### config.mk
export PLATFORM = sky130hd
export DESIGN_NAME = prog_loader_flat
export DESIGN_NICKNAME = d
export VERILOG_FILES = /design/src/rtl/prog_loader_pkg.sv /design/src/rtl/prog_loader_if.sv /design/src/rtl/prog_loader_assembler.sv /design/src/rtl/prog_loader.sv /design/src/flat_wrapper.sv
export SDC_FILE = /design/constraint.sdc
export NUM_CORES = 1
export LEC_CHECK = 0
export BUFFER_PORTS_ARGS = -buffer_cell sky130_fd_sc_hd__buf_2
export CAP_MARGIN = 20
export CELL_PAD_IN_SITES_DETAIL_PLACEMENT = 1
export CELL_PAD_IN_SITES_GLOBAL_PLACEMENT = 2
export CORE_ASPECT_RATIO = 0.6
export CORE_UTILIZATION = 37
export CTS_CLUSTER_DIAMETER = 120
export CTS_CLUSTER_SIZE = 16
export DETAILED_ROUTE_END_ITERATION = 6
export PLACE_DENSITY_LB_ADDON = 0.3
export SLEW_MARGIN = 20
export SYNTH_ARGS = -nofsm -noshare
export SYNTH_HDL_FRONTEND = slang
export SYNTH_SLANG_ARGS = --single-unit
### constraint.sdc
create_clock -name clk -period 6.3 [get_ports clk]
set_input_delay 0.63 -clock clk [delete_from_list [all_inputs] [get_ports clk]]
set_output_delay 0.63 -clock clk [all_outputs]
set_load 0.1 [all_outputs]
### src/rtl/prog_loader_pkg.sv
// Shared definitions for the boot loader: FSM states and frame constants.
package prog_loader_pkg;

    typedef enum logic [2:0] {
        S_IDLE,
        S_LEN,
        S_DATA,
        S_WRITE,
        S_CSUM,
        S_DONE,
        S_ERR
    } state_t;

    localparam int         LEN_BYTES = 4;
    localparam logic [3:0] LANES_ALL = 4'b1111;

endpackage

### src/rtl/prog_loader_if.sv
// Byte-stream input and program-memory write port of the loader.
interface prog_loader_if;
    logic        rx_valid;
    logic [7:0]  rx_data;
    logic        rx_ready;
    logic [29:0] mem_address;
    logic        mem_wen;
    logic [31:0] mem_data_in;
    logic [3:0]  mem_byte_select;

    modport master (
        input  rx_valid, rx_data,
        output rx_ready, mem_address, mem_wen, mem_data_in, mem_byte_select
    );

    modport slave (
        output rx_valid, rx_data,
        input  rx_ready, mem_address, mem_wen, mem_data_in, mem_byte_select
    );
endinterface

### src/rtl/prog_loader_assembler.sv
// Packs little-endian bytes into 32-bit words and keeps the running 8-bit data sum.
module prog_loader_assembler (
    input  logic        clk,
    input  logic        reset,
    input  logic        clear,
    input  logic        load,
    input  logic [7:0]  data,
    output logic [31:0] word_nxt,
    output logic [7:0]  sum,
    output logic        word_full
);
    logic [31:0] word;
    logic [1:0]  idx;

    // word_nxt already holds the incoming byte so the 4th byte can be written without a bubble
    always_comb begin
        word_nxt = word;
        word_nxt[idx*8 +: 8] = data;
    end

    assign word_full = (idx == 2'd3);

    always_ff @(posedge clk or posedge reset) begin
        if (reset) begin
            word <= '0;
            idx  <= '0;
            sum  <= '0;
        end else if (clear) begin
            word <= '0;
            idx  <= '0;
            sum  <= '0;
        end else if (load) begin
            word <= word_nxt;
            idx  <= idx + 2'd1;
            sum  <= sum + data;
        end
    end
endmodule

### src/rtl/prog_loader.sv
// Boot loader: receives a length/data/checksum frame, writes words to program memory, releases the CPU.
module prog_loader
    import prog_loader_pkg::*;
#(
    parameter logic [29:0] BASE_ADDR = 30'd0,
    parameter int          MAX_WORDS = 4096
) (
    input  logic          clk,
    input  logic          reset,
    input  logic          start,
    prog_loader_if.master bus,
    output logic          cpu_hold,
    output logic          done,
    output logic          error
);
    state_t      state;
    logic [31:0] len;
    logic [1:0]  len_idx;
    logic [31:0] word_cnt;

    logic        accept;
    logic        restart;
    logic [31:0] len_nxt;
    logic [31:0] word_nxt;
    logic [7:0]  sum;
    logic        word_full;

    assign accept  = bus.rx_valid && bus.rx_ready;
    assign restart = start && (state == S_IDLE || state == S_DONE || state == S_ERR);
    assign len_nxt = {bus.rx_data, len[31:8]};

    prog_loader_assembler u_asm (
        .clk       (clk),
        .reset     (reset),
        .clear     (restart),
        .load      (accept && state == S_DATA),
        .data      (bus.rx_data),
        .word_nxt  (word_nxt),
        .sum       (sum),
        .word_full (word_full)
    );

    always_ff @(posedge clk or posedge reset) begin
        if (reset) begin
            state               <= S_IDLE;
            bus.rx_ready        <= 1'b0;
            bus.mem_wen         <= 1'b0;
            bus.mem_address     <= BASE_ADDR;
            bus.mem_data_in     <= '0;
            bus.mem_byte_select <= '0;
            cpu_hold            <= 1'b1;
            done                <= 1'b0;
            error               <= 1'b0;
            len                 <= '0;
            len_idx             <= '0;
            word_cnt            <= '0;
        end else begin
            bus.mem_wen         <= 1'b0;
            bus.mem_byte_select <= '0;
            case (state)
                S_IDLE, S_DONE, S_ERR: begin
                    if (restart) begin
                        state        <= S_LEN;
                        bus.rx_ready <= 1'b1;
                        cpu_hold     <= 1'b1;
                        done         <= 1'b0;
                        error        <= 1'b0;
                        len          <= '0;
                        len_idx      <= '0;
                        word_cnt     <= '0;
                    end
                end
                S_LEN: begin
                    if (accept) begin
                        len     <= len_nxt;
                        len_idx <= len_idx + 2'd1;
                        if (len_idx == 2'(LEN_BYTES - 1)) begin
                            // full 32-bit compare so huge lengths cannot alias into range
                            if (len_nxt > 32'(MAX_WORDS)) begin
                                state        <= S_ERR;
                                bus.rx_ready <= 1'b0;
                                error        <= 1'b1;
                            end else if (len_nxt == 32'd0) begin
                                state <= S_CSUM;
                            end else begin
                                state <= S_DATA;
                            end
                        end
                    end
                end
                S_DATA: begin
                    if (accept && word_full) begin
                        state               <= S_WRITE;
                        bus.rx_ready        <= 1'b0;
                        bus.mem_wen         <= 1'b1;
                        bus.mem_byte_select <= LANES_ALL;
                        bus.mem_address     <= BASE_ADDR + word_cnt[29:0];
                        bus.mem_data_in     <= word_nxt;
                    end
                end
                S_WRITE: begin
                    word_cnt     <= word_cnt + 32'd1;
                    bus.rx_ready <= 1'b1;
                    state        <= (word_cnt + 32'd1 == len) ? S_CSUM : S_DATA;
                end
                S_CSUM: begin
                    if (accept) begin
                        bus.rx_ready <= 1'b0;
                        if (bus.rx_data == sum) begin
                            state    <= S_DONE;
                            done     <= 1'b1;
                            cpu_hold <= 1'b0;
                        end else begin
                            state <= S_ERR;
                            error <= 1'b1;
                        end
                    end
                end
                default: state <= S_IDLE;
            endcase
        end
    end
endmodule

### src/flat_wrapper.sv
// flat-port wrapper written by rule: the top's interface ports become plain ports
module prog_loader_flat import prog_loader_pkg::*;
#(
    parameter logic [29:0] BASE_ADDR = 30'd0,
    parameter int          MAX_WORDS = 4096
)
  (clk, reset, start, cpu_hold, done, error, bus_rx_valid, bus_rx_data, bus_rx_ready, bus_mem_address, bus_mem_wen, bus_mem_data_in, bus_mem_byte_select);
  prog_loader_if bus_i ();
  input  logic clk;
  input  logic reset;
  input  logic start;
  output logic cpu_hold;
  output logic done;
  output logic error;
  input wire logic [$bits(bus_i.rx_valid)-1:0] bus_rx_valid;
  input wire logic [$bits(bus_i.rx_data)-1:0] bus_rx_data;
  output wire logic [$bits(bus_i.rx_ready)-1:0] bus_rx_ready;
  output wire logic [$bits(bus_i.mem_address)-1:0] bus_mem_address;
  output wire logic [$bits(bus_i.mem_wen)-1:0] bus_mem_wen;
  output wire logic [$bits(bus_i.mem_data_in)-1:0] bus_mem_data_in;
  output wire logic [$bits(bus_i.mem_byte_select)-1:0] bus_mem_byte_select;
  assign bus_i.rx_valid = bus_rx_valid;
  assign bus_i.rx_data = bus_rx_data;
  assign bus_rx_ready = bus_i.rx_ready;
  assign bus_mem_address = bus_i.mem_address;
  assign bus_mem_wen = bus_i.mem_wen;
  assign bus_mem_data_in = bus_i.mem_data_in;
  assign bus_mem_byte_select = bus_i.mem_byte_select;
  prog_loader #(.BASE_ADDR(BASE_ADDR), .MAX_WORDS(MAX_WORDS)) u_core (.clk(clk), .reset(reset), .start(start), .bus(bus_i), .cpu_hold(cpu_hold), .done(done), .error(error));
endmodule
Yosys cells after proc, flatten, opt, wreduce, memory -nomap -nowiden
Cells that the tools add are included.
Widths: inputs -> output; s select.
- eq/ne operators: 18
- muxes and demuxes: 48
- magnitude comparators: 1
- shifts and indexed selects: 2
- add/subtract/negate cells: 5
- reductions and logical operators: 22
- operators by type and width (cell ; count):
    $mux 32 ; 4
    $pmux 32 s2 ; 2
    $neg 5->34 ; 1
    $shift 8x34->32 const A ; 1
    $shiftx 8x34->32 ; 1
    $add 32x1->32 const B ; 1
    $bwmux 32 ; 1
    $eq 32x32->1 ; 1
    $gt 32x13->1 const B ; 1
    $logic_not 32->1 ; 1
    $mux 3 ; 8
    $mux 1 ; 18
    $mux 8 ; 2
    $pmux 3 s5 ; 1
    $reduce_and 7->1 ; 2
    $ne 2x1->1 const B ; 6
    $mux 2 ; 5
    $eq 3x3->1 const B ; 3
    $add 8x8->8 ; 1
    $eq 8x8->1 ; 1
    $mux 4 ; 2
    $reduce_bool 2->1 ; 4
    $eq 3x2->1 const B ; 2
    $pmux 1 s5 ; 1
    other kinds (17) ; 26
- bits of input ports: 12
- word-level logic and storage cells: 111
- register bits after elaboration: 182

Longest topological paths before layout
Gate-level depths: netlist (run 1).
- depth after elaboration: 6
- mapped depth: 11
- depth with buffers taken out: 10

Cells and area by module
Synthesis (run 1) repeated with hierarchy kept, for this count alone.
- cell total of the unflattened synthesis: 1025
- area total of the unflattened synthesis: 9575.4 µm²
- by module, submodules not included (module ; cells an instance ; instances ; seq. area each (µm²) ; area each (µm²)):
    prog_loader ; 721 ; 1 ; 3404.5 ; 6999.2
    prog_loader_assembler ; 304 ; 1 ; 1051.0 ; 2576.2

Least setup slack after synthesis (run 1)
OpenSTA, ideal clock, no wires.
- path kind: register to register
- start point: register u_core.word_cnt[0]
- end point: register u_core.state[2]
- arrival time: 3.085 ns
- library setup time: 0.066 ns
- cell stages (with the launch flop): 11
- path slack: 3.149 ns
- period minus slack after synthesis: 3.151 ns
- cells stage by stage: dfrtp_1 ha_1 buf_2 nand4_1 nor4_4 nand4_1 xnor2_1 or3_1 or4_1 or4_1 nand2_1
- cells in the longest elaborated chain, start to end: 4
- RTL lines (element ; line ; RTL):
    from (decl) ; prog_loader.sv:19 ; logic [31:0] word_cnt;
    from (signal assigned) ; prog_loader.sv:102 ; word_cnt <= word_cnt + 32'd1;
    $add 32x1->32 ; prog_loader.sv:104 ; state <= (word_cnt + 32'd1 == len) ? S_CSUM : S_DATA;
    $eq 32x32->1 ; prog_loader.sv:104 ;
    $mux 3 ; prog_loader.sv:104 ;
    $pmux 3 s5 ; prog_loader.sv:60 ; case (state)
    to (signal assigned) ; prog_loader.sv:104 ;
    to (decl) ; prog_loader.sv:16 ; state_t state;
Every way passes these cells.
A chain may end at the register's enable or synchronous reset.

Worst setup path after layout (run 1)
Same ends and word-level chain as after synthesis.

==> flow_summary.ini, run 1 <==
[outcome]
run_status = complete, but fails checks
violations = design-rule violations

[worst_setup_path]
rr_worst_depth = 9
end_kind = flop
r2r-end = u_core.state[2]
cp.arrival_ns = 4.28
critPathMaxFanout = 9
crit_required_ns = 6.68
path_class = flop to flop
critPathSlowestCell = nor4_4
critPathLaunchType = flop
worstPathCellList = ha_1, nand4_1, nor4_4, nand4_1, xnor2_1, or3_1, or4_1, or4_1, nand2_1
slowest_delay_ns = 0.66
r2r_setup_slack_ns = 2.40
r2r_start = u_core.word_cnt[0]

[logic_synthesis]
avgSynthCellArea_um2 = 9.312
async_flop_share_pct = 100.0
ys_seq_area_share_pct = 47.95
synth_edf_count = 0
synth.distinct_cells = 61
yosys.area.top_type_share_pct = 47.65
synth_flop_cell = dfrtp_1
ys_seq_elements = 170
yosys_warnings = 0
synthTopCellsByArea = dfrtp_1 (48%), o21ai_0 (7.4%), nand2_1 (6.0%)
netlist_instances = 953
syn_area_mm2 = 0.008875
synth_common_cells = dfrtp_1 (169), nand2_1 (142), o21ai_0 (131)
synth_most_common_cell = dfrtp_1
syn_nets = 980
synth_area_leader_cell = dfrtp_1

[floorplanning]
fp.dieArea_mm2 = 0.02463
fp.coreArea_mm2 = 0.02330
ios = 83
floorplan.rows = 43
die-width_um = 201.9
fp.dieH_um = 122.0
initial_core_util_pct = 38.10

[global_routing]
grt_pass1_vias = 7301
grt_max_degree = 107
grt_pass1_wl_um = 43110
grt_usage_pct = 22.73
grt_antenna_before_repair = 0
grt-ovfl-total = 0

[route]
drt-initial-drc-count = 487
wire_per_inst_um = 20.18
wl_met1_um = 14570
drt-pass1-iter-count = 7
vias = 7311
wl_met2_um = 10540
drc = 1
wl_um = 26530
wl_met3_um = 1198
topRoutingLayerUsed = met4
ant_nets = 0
via_per_inst = 5.560

[placed_design]
detailed_place_hpwl_um = 18500
io_buffers = 82
dp_worst_setup_slack_ns = 2.438
gp_congestion = 0.8640

[power]
ir_worst_vdd_v = 0.0002491
leakagePower_nw = 4.604
power_density_mw_per_mm2 = 364.7

[sta]
fmax_mhz = 256.1
finalHoldViolations = 0
layout_worst_path_cycle_share_pct = 61.97
worst_slack_ns = 2.396
max_slew.worst_pin.slew_ns = 1.087
rsz0062_at_grt = no
fin_skew_ns = 0.01113
setup-violations-final = 0
slew-limit-headroom_pct = 26.89
fin_setup_tns_ns = 0
drv_slew = 0
final.min_clock_period_ns = 3.904

[clocking]
htree_levels = 4
clk_latency_ns = 0.44
clk_path_buf_depth = 2
post_cts_resized = 0
numCtsBuffers = 17
holdBufCountCts = 0
post_cts_buffers = 0
clkSlewWorstSetupHoldPaths_ns = 0.07
cts_tree = built
root_buffer = clkbuf_16
cts.sinks = 170

[final_layout]
seq_area_mm2 = 0.004255
fin_nets = 1015
num_antenna_cells = 0
n_fill_cell = 2658
multi_input_area_mm2 = 0.004253
syn_to_final_growth_pct = 13.00
final_layout_size_suffix_gt1_share_pct = 16.50

[flow_run]
maxCapViolations = 0

[worst_hold_path]
hp-class = primary input to asynchronous set/reset pin
## registers in the layout, summed over array words and instances, names as in the netlist
| register | cells |
|---|---|
| u_core.bus.mem_data_in | 32 |
| u_core.len | 32 |
| u_core.word_cnt | 32 |
| u_core.bus.mem_address | 30 |
| u_core.u_asm.word | 24 |
| u_core.u_asm.sum | 8 |
| u_core.state | 3 |
| u_core.len_idx | 2 |
| u_core.u_asm.idx | 2 |
| u_core.bus.mem_byte_select | 1 |
| u_core.bus.rx_ready | 1 |
| u_core.cpu_hold | 1 |
| u_core.done | 1 |
| u_core.error | 1 |
## kinds of logic (layout without fill, tap and decap cells)
family | after synthesis | after routing | share of synthesized area (%)
buf+inv | 92 | 139 | 4.328
xor+xnor | 57 | 57 | 5.625
compound gates | 253 | 253 | 17.13
flops | 170 | 170 | 47.95
mux | 29 | 29 | 3.637
simple gates | 337 | 337 | 19.13
fa+ha+maj | 15 | 15 | 2.199
## through the flow
stage | hold slack, ns | instance area [um2] | std cells | power, W | utilization (%)
after floorplan | 0.4584 | 8875 | 953 | 0.002212 | -
after detailed placement | 0.4666 | 9443 | 1284 | 0.002592 | 40.53
after CTS | 0.4716 | 10020 | 1315 | 0.003674 | 42.99
after global placement | 0.4581 | 9443 | 1284 | 0.002565 | 40.53
final | 0.3353 | 10030 | 1315 | 0.003658 | 43.05
after global routing | 0.4173 | 10030 | 1315 | 0.003868 | 43.05
## layout by cell type, fill, tap and decap left out, types with 4 or more instances in the layout
cell	count
a21oi_1	42
a21o_1	5
nand2_1	141
a31oi_1	4
and3_1	8
ha_1	14
clkbuf_16	17
nor4_1	14
nand4_1	16
o31ai_1	16
xnor2_1	31
nand2b_1	5
nor2_1	38
or3_1	4
xor2_1	26
nand3_1	28
buf_2	82
or4_1	4
buf_4	10
nor3_1	16
o21ai_0	131
dfrtp_1	169
inv_1	14
nor3_2	4
nor2b_1	36
a22o_1	30
and2_1	5
mux2_2	26
## how the worst max path moves through the flow
| stage | from | cells past startpoint | end |
|---|---|---|---|
| after floorplan | reset | 1 | u_core.bus.mem_address[0] |
| after global placement | u_core.word_cnt[0] | 9 | u_core.state[2] |
| after detailed placement | u_core.word_cnt[0] | 9 | u_core.state[2] |
| after CTS | u_core.word_cnt[0] | 9 | u_core.state[2] |
| after global routing | u_core.word_cnt[0] | 9 | u_core.state[1] |
| final | u_core.word_cnt[0] | 9 | u_core.state[2] |
## per-layer routing
metal | vias up | global-route usage (%)
met2 | 151 | 29.77
met3 | 19 | 4.307
met1 | 3726 | 37.30
met4 | 0 | 4.735
li1 | 3415 | -
met5 | - | 0
## cell type report
class | count | area share (%)
clock inverter | 13 | 1.435
clock buffer | 18 | 4.279
timing repair buffer | 92 | 4.841
sequential | 170 | 42.43
multi-input combinational | 691 | 42.41
inverter | 16 | 0.6737
tap | 315 | 3.930
## where the power goes
group	internal (W)	switching, W	leakage [nW]
Clock	0.000587	0.000478	0.275
Combinational	0.000372	0.000793	1.98
Sequential	0.00122	0.000209	2.35
Total	0.00218	0.00148	4.60
## worst max-delay path, delay by kind of cell (launching register included)
family	cells	cell delay, ns
and+or+nand+nor	7	2.76
DFF	1	0.50
adders and majority gates	1	0.37
xor gates and xnor gates	1	0.20
(Power assumes the default switching activity.)
==> run 2, diff against run 1 <==
Settings changed: CORE_UTILIZATION 37 to 34.
Clock period 6.3 ns to 3.3 ns, I/O delays scaled along.
==> run 2 against run 1 <==
Global-route usage down 0.44 points. Largest power group unchanged. Critical endpoint unchanged. Register-to-register slack worse by 2.3 ns. Worst setup slack worse by 2.3 ns. Clock skew increased by 0.0015 ns. The run now ends clean. Highest routed layer unchanged. Flip-flop and latch count unchanged. Hold slack got worse by 0.060 ns. Routed wire length increased by 8.1%. Sequential share of layout area is 1.9 points lower. Design area grew 4.7%. Clock power is 100% higher. Sequential power grew 87%.
==> flow_summary.ini, run 2 (synthesis gave the netlist of run 1 again) <==
[sta]
fmax_mhz = 315.8
hold_slack_ns = 0.2757
layout_worst_path_cycle_share_pct = 95.94
drv_slew = 0
finalHoldViolations = 0
max_slew.worst_pin.slew_ns = 0.7446
rsz0062_at_grt = no
slew-limit-headroom_pct = 49.08
setup-violations-final = 0
fin_skew_ns = 0.01261
final.min_clock_period_ns = 3.166

[clocking]
numCtsBuffers = 17
root_buffer = clkbuf_16
cts.sinks = 170
cts_tree = built
clk_latency_ns = 0.46
htree_levels = 4
clkSlewWorstSetupHoldPaths_ns = 0.07
clk_path_buf_depth = 2

[global_routing]
use_met1_pct = 36.47
grt_use_met3_pct = 5.187
busiest_layer = met1
grt_max_degree = 86
grt_usage_pct = 22.29
grtUsageMet2_pct = 28.81
grt_pass1_vias = 7457
grt_antenna_before_repair = 0
grt-ovfl-total = 0
grt_pass1_wl_um = 45110

[worst_setup_path]
r2r_start = u_core.word_cnt[9]
r2r-end = u_core.state[2]
end_kind = flop
crit_required_ns = 3.70
critPathMaxFanout = 10
path_class = flop to flop
cp.arrival_ns = 3.56
r2r_setup_slack_ns = 0.13
rr_worst_depth = 8
critPathLaunchType = flop

[placed_design]
io_buffers = 82
dp_cells = 1367
detailed_place_hpwl_um = 20500
gp_congestion = 0.8559

[floorplanning]
fp.dieH_um = 127.1
fp.dieArea_mm2 = 0.02677
ios = 83
die-width_um = 210.6
initial_core_util_pct = 34.87
floorplan.rows = 45
fp.coreArea_mm2 = 0.02545

[final_layout]
fin_cells = 1402
layout_commonest_cell = dfrtp_1
top_regs = u_core.bus.mem_data_in: 32 flops, u_core.len: 32 flops, u_core.word_cnt: 32 flops
fin_util_pct = 41.27
final_layout_size_suffix_gt1_share_pct = 20.57
final_cell_mix = dfrtp_1 (164), nand2_1 (141), o21ai_0 (131)
fin_nets = 1064
n_fill_cell = 2942
num_antenna_cells = 0
syn_to_final_growth_pct = 18.36

[route]
drt-pass1-iter-count = 5
wl_um = 28680
drt-initial-drc-count = 570
via_per_inst = 5.390
wire_per_inst_um = 20.45
drc = 0
ant_nets = 0
vias = 7557

[power]
power_density_mw_per_mm2 = 683.9
ir_worst_vdd_v = 0.0004677
leakagePower_nw = 4.880

[flow_run]
maxCapViolations = 0

[worst_hold_path]
hold_end = u_core.len[27]
hp-class = primary input to flop
min_path_cells = 3
hp-start = bus_rx_data[3]

[outcome]
run_status = finished clean
[run 2: cell count changes in the layout (fill, tap and decap cells not counted), sizes merged]
cell and change:
buf +48, clkbuf +4, dlygate4sd3 +1, inv -2
clkinvlp -1
[run 2: critical path, stage by stage, from the launching register on]
cell	delay, ns
dfrtp_1	0.47
nand4_1	0.23
or4_4	0.58
o31ai_1	0.27
nor4b_2	0.28
a31oi_1	0.12
or4_1	0.57
or4_1	0.53
nand2_1	0.07
[run 2: layer usage]
metal	part of all wire (%)	vias up	wire [um]
met2	38	146	11030
met3	4.8	18	1382
li1	-	3535	-
met4	0.75	0	214
met5	0	-	0
met1	56	3858	16050
[run 2: what timing repair did]
action / in CTS / in global routing
hold endpoints to repair: 24 / 0
setup endpoints to repair: 1 / 2
pin swaps: 0 / 2
gates cloned: 0 / 0
setup buffers: 0 / 2
hold buffers: 1 / 0
gates resized for setup: 1 / 6
[run 2: how the worst max path moves through the flow]
stage / startpoint / end / slack [ns] / cells past startpoint
after global routing: u_core.word_cnt[9] / u_core.state[2] / 0.003 / 8
after CTS: u_core.word_cnt[0] / u_core.state[1] / 0.03 / 9
after floorplan: u_core.word_cnt[0] / u_core.state[2] / 0.15 / 10
after detailed placement: u_core.word_cnt[0] / u_core.state[1] / -0.008 / 9
final: u_core.word_cnt[9] / u_core.state[2] / 0.13 / 8
after global placement: u_core.word_cnt[0] / u_core.state[2] / 0.15 / 10
[run 2: area by class of cell]
type | instances | area, um2 | share of cell area, %
multi-input combinational | 691 | 4252 | 40.48
timing repair buffer | 141 | 880.8 | 8.386
sequential | 170 | 4262 | 40.57
clock buffer | 22 | 474.2 | 4.515
clock inverter | 10 | 131.4 | 1.251
inverter | 16 | 63.81 | 0.6075
tap | 352 | 440.4 | 4.193
[run 2: report_power, final]
part,total [W],switching [W],leakage [nW],internal (W)
registers,0.00268,0.000349,2.34,0.00233
logic,0.00239,0.00159,2.25,0.000806
clock network,0.00212,0.000925,0.293,0.00119
[run 2: stage by stage]
stage          instance area, um2  setup TNS, ns  total power (W)  setup WS [ns]
2_1_floorplan                8879              0         0.004223         0.1487
3_3_place_gp                 9858              0         0.005042         0.1533
3_5_place_dp                 9858      -0.008052         0.005082      -0.008052
4_1_cts                     10480              0         0.007224        0.02617
5_1_grt                     10500              0         0.007592       0.002913
6_report                    10500              0         0.007184         0.1339
==> run 3, diff against run 2 <==
Settings changed: ABC_AREA set to 1, CORE_ASPECT_RATIO 0.6 to not set, CORE_UTILIZATION 34 to 32.
==> run 3 against run 2 <==
Register-to-register slack improved by 0.65 ns. Core utilization is 3.5 points lower. First-iteration DRC count decreased by 23%. Critical endpoint is now u_core.bus.mem_data_in[17]. Cell count rose by 21%. Largest cell class unchanged. Critical path depth is the same. Clock-buffer cell count is 5 lower. Fmax grew 26%. Total power up 4.7%. Routed wire length grew 8.4%. Via count rose by 13%. Die area is 12% higher.
==> flow_summary.ini, run 3 <==
[clocking]
cts_tree = built
post_cts_buffers = 0
holdBufCountCts = 0
clk_latency_ns = 0.45
root_buffer = clkbuf_16
htree_levels = 4
clk_path_buf_depth = 2
post_cts_resized = 0
cts.sinks = 178
numCtsBuffers = 17
clkSlewWorstSetupHoldPaths_ns = 0.09

[power]
intPower_w = 0.004164
power.share.clock_pct = 28.7
ir_worst_vdd_v = 0.0003100
p_comb_share_pct = 36.6
power_w = 0.007524
pwr-share-seq_pct = 34.8
p_switching_w = 0.003360
power_density_mw_per_mm2 = 691.1
switching_share_pct = 44.66
leakagePower_nw = 5.367

[logic_synthesis]
syn_nets = 1252
synthTopCellsByArea = dfrtp_1 (47%), nand2_1 (13%), inv_1 (6.4%)
synth-compound-area-share_pct = 13.84
synth.distinct_cells = 40
syn_area_mm2 = 0.009413
ys_seq_elements = 178
synth_area_leader_cell = dfrtp_1
avgSynthCellArea_um2 = 7.684
async_flop_share_pct = 100.0
synth_xor_area_share_pct = 0.6115
synth_most_common_cell = nand2_1
synthSimpleGateAreaFrac_pct = 27.58
muxShareOfSynthArea_pct = 0
synth_common_cells = nand2_1 (331), dfrtp_1 (177), inv_1 (161)
synth_fa_ha_area_share_pct = 2.074
netlist_instances = 1225
synth_top_family_by_area = simple AND/OR/NAND/NOR gates
yosys_warnings = 0
synth_edf_count = 0
synth_flop_cell = dfrtp_1
ys_seq_area_share_pct = 47.33
yosys.area.top_type_share_pct = 47.06

[sta]
rsz0062_at_grt = no
finalHoldViolations = 0
fmax_mhz = 397.3
final.min_clock_period_ns = 2.517
drv_slew = 0
slew-limit-headroom_pct = 32.02
fin_skew_ns = 0.01529
fin_setup_tns_ns = 0
setup-violations-final = 0
max_slew.worst_pin.slew_ns = 1.019
layout_worst_path_cycle_share_pct = 76.28

[floorplanning]
ios = 83
fp.dieArea_mm2 = 0.03010
die-width_um = 173.5
fp.coreArea_mm2 = 0.02886
floorplan.rows = 62
initial_core_util_pct = 32.62
fp.dieH_um = 173.5

[placed_design]
io_buffers = 82
gp_congestion = 0.8629
detailed_place_hpwl_um = 23010

[global_routing]
grt-ovfl-total = 0
grt_pass1_wl_um = 49860
grt_pass1_vias = 8832
grt_antenna_before_repair = 0
grt_usage_pct = 21.33
grt_max_degree = 124

[flow_run]
maxCapViolations = 0

[outcome]
run_status = finished clean

[worst_setup_path]
end_kind = flop
crit_required_ns = 3.67
critPathMaxFanout = 14
slowest_delay_ns = 0.63
r2r-end = u_core.bus.mem_data_in[17]
cp.arrival_ns = 2.89
cp_top_family = simple AND/OR/NAND/NOR gates
critPathSlowestCell = dfrtp_1
r2r_setup_slack_ns = 0.78
crit_top_cell = inv_1
path_class = flop to flop
rr_worst_depth = 8
r2r_start = u_core.u_asm.idx[0]
critPathLaunchType = flop
worstPathCellList = inv_1, ha_1, inv_1, nor2_1, nand4_1, o21ai_0, inv_1, o21ai_0
worst-path-buf-inv = 3

[worst_hold_path]
hp-class = primary input to asynchronous set/reset pin

[route]
drt-initial-drc-count = 438
drt-pass1-iter-count = 5
ant_nets = 0
via_per_inst = 5.060
drc = 0
wire_per_inst_um = 18.34
vias = 8576
wl_um = 31080

[final_layout]
final_layout_size_suffix_gt1_share_pct = 12.66
num_antenna_cells = 0
fin_nets = 1325
final_cell_mix = nand2_1 (331), dfrtp_1 (177), inv_1 (159)
syn_to_final_growth_pct = 15.66
layout_commonest_cell = nand2_1
n_fill_cell = 3624
[run 3: cell types whose count changed in the layout (fill, tap and decap cells not counted), sizes merged, moves of 22 or more]
cell	delta
nand2	+205
inv	+152
o22ai	+87
nor2	+82
nand3	+61
buf	-45
nor2b	-36
a21oi	-32
xnor2	-31
a22o	-29
o21ai	-28
mux2	-26
xor2	-22
[run 3: kinds of logic (layout without fill, tap and decap cells)]
kind of cell    Yosys count  count (layout)
buf+inv                 208             294
flops                   178             178
fa+ha+maj                15              15
simple gates            593             593
compound gates          226             226
xor+xnor                  5               5
[run 3: stage by stage]
step	instances	area (um2)	hold WS (ns)	setup slack, ns	utilization, %
after floorplan	1225	9417	0.4459	0.6902	-
after global placement	1663	10260	0.4590	0.7176	35.54
after detailed placement	1663	10260	0.4675	0.6638	35.54
after CTS	1695	10880	0.06740	0.6599	37.71
after global routing	1695	10890	0.09969	0.5160	37.73
final	1695	10890	0.05797	0.7827	37.73
[run 3: power groups by stage]
stage / Combinational (W) / Clock (W) / Sequential (W)
global route: 0.00302 / 0.00229 / 0.00265
floorplan: 0.00160 / 0 / 0.00294
finish: 0.00275 / 0.00216 / 0.00262
detailed placement: 0.00276 / 0 / 0.00266
CTS: 0.00278 / 0.00221 / 0.00262
global placement: 0.00274 / 0 / 0.00265
[run 3: layout make-up]
class                           instances  area [um2]  area share (%)
Clock buffer                           17       425.4           3.908
Clock inverter                         15       201.4           1.850
Inverter                              167       631.9           5.804
Multi-Input combinational cell        839        4155           38.17
Sequential cell                       178        4456           40.93
Tap cell                              384       480.5           4.413
Timing Repair Buffer                   95       536.8           4.930
[run 3: worst max path at each step]
stage                        start                         end  slack (ns)  cells after the start
2_1_floorplan                reset   u_core.bus.mem_address[0]        0.69                      1
3_3_place_gp   u_core.u_asm.idx[0]   u_core.bus.mem_data_in[3]        0.72                      8
3_5_place_dp   u_core.u_asm.idx[0]  u_core.bus.mem_address[23]        0.66                      9
4_1_cts        u_core.u_asm.idx[0]   u_core.bus.mem_data_in[1]        0.66                      8
5_1_grt            u_core.state[1]       u_core.u_asm.word[31]        0.52                     10
6_report       u_core.u_asm.idx[0]  u_core.bus.mem_data_in[17]        0.78                      8
[run 3: metal layers]
metal	track usage (%)	share of wire [%]	vias up
li1	-	-	4165
met1	28.55	47	4218
met2	35.31	48	159
met3	3.114	3.1	34
met4	7.043	2.2	0
met5	0	0	-
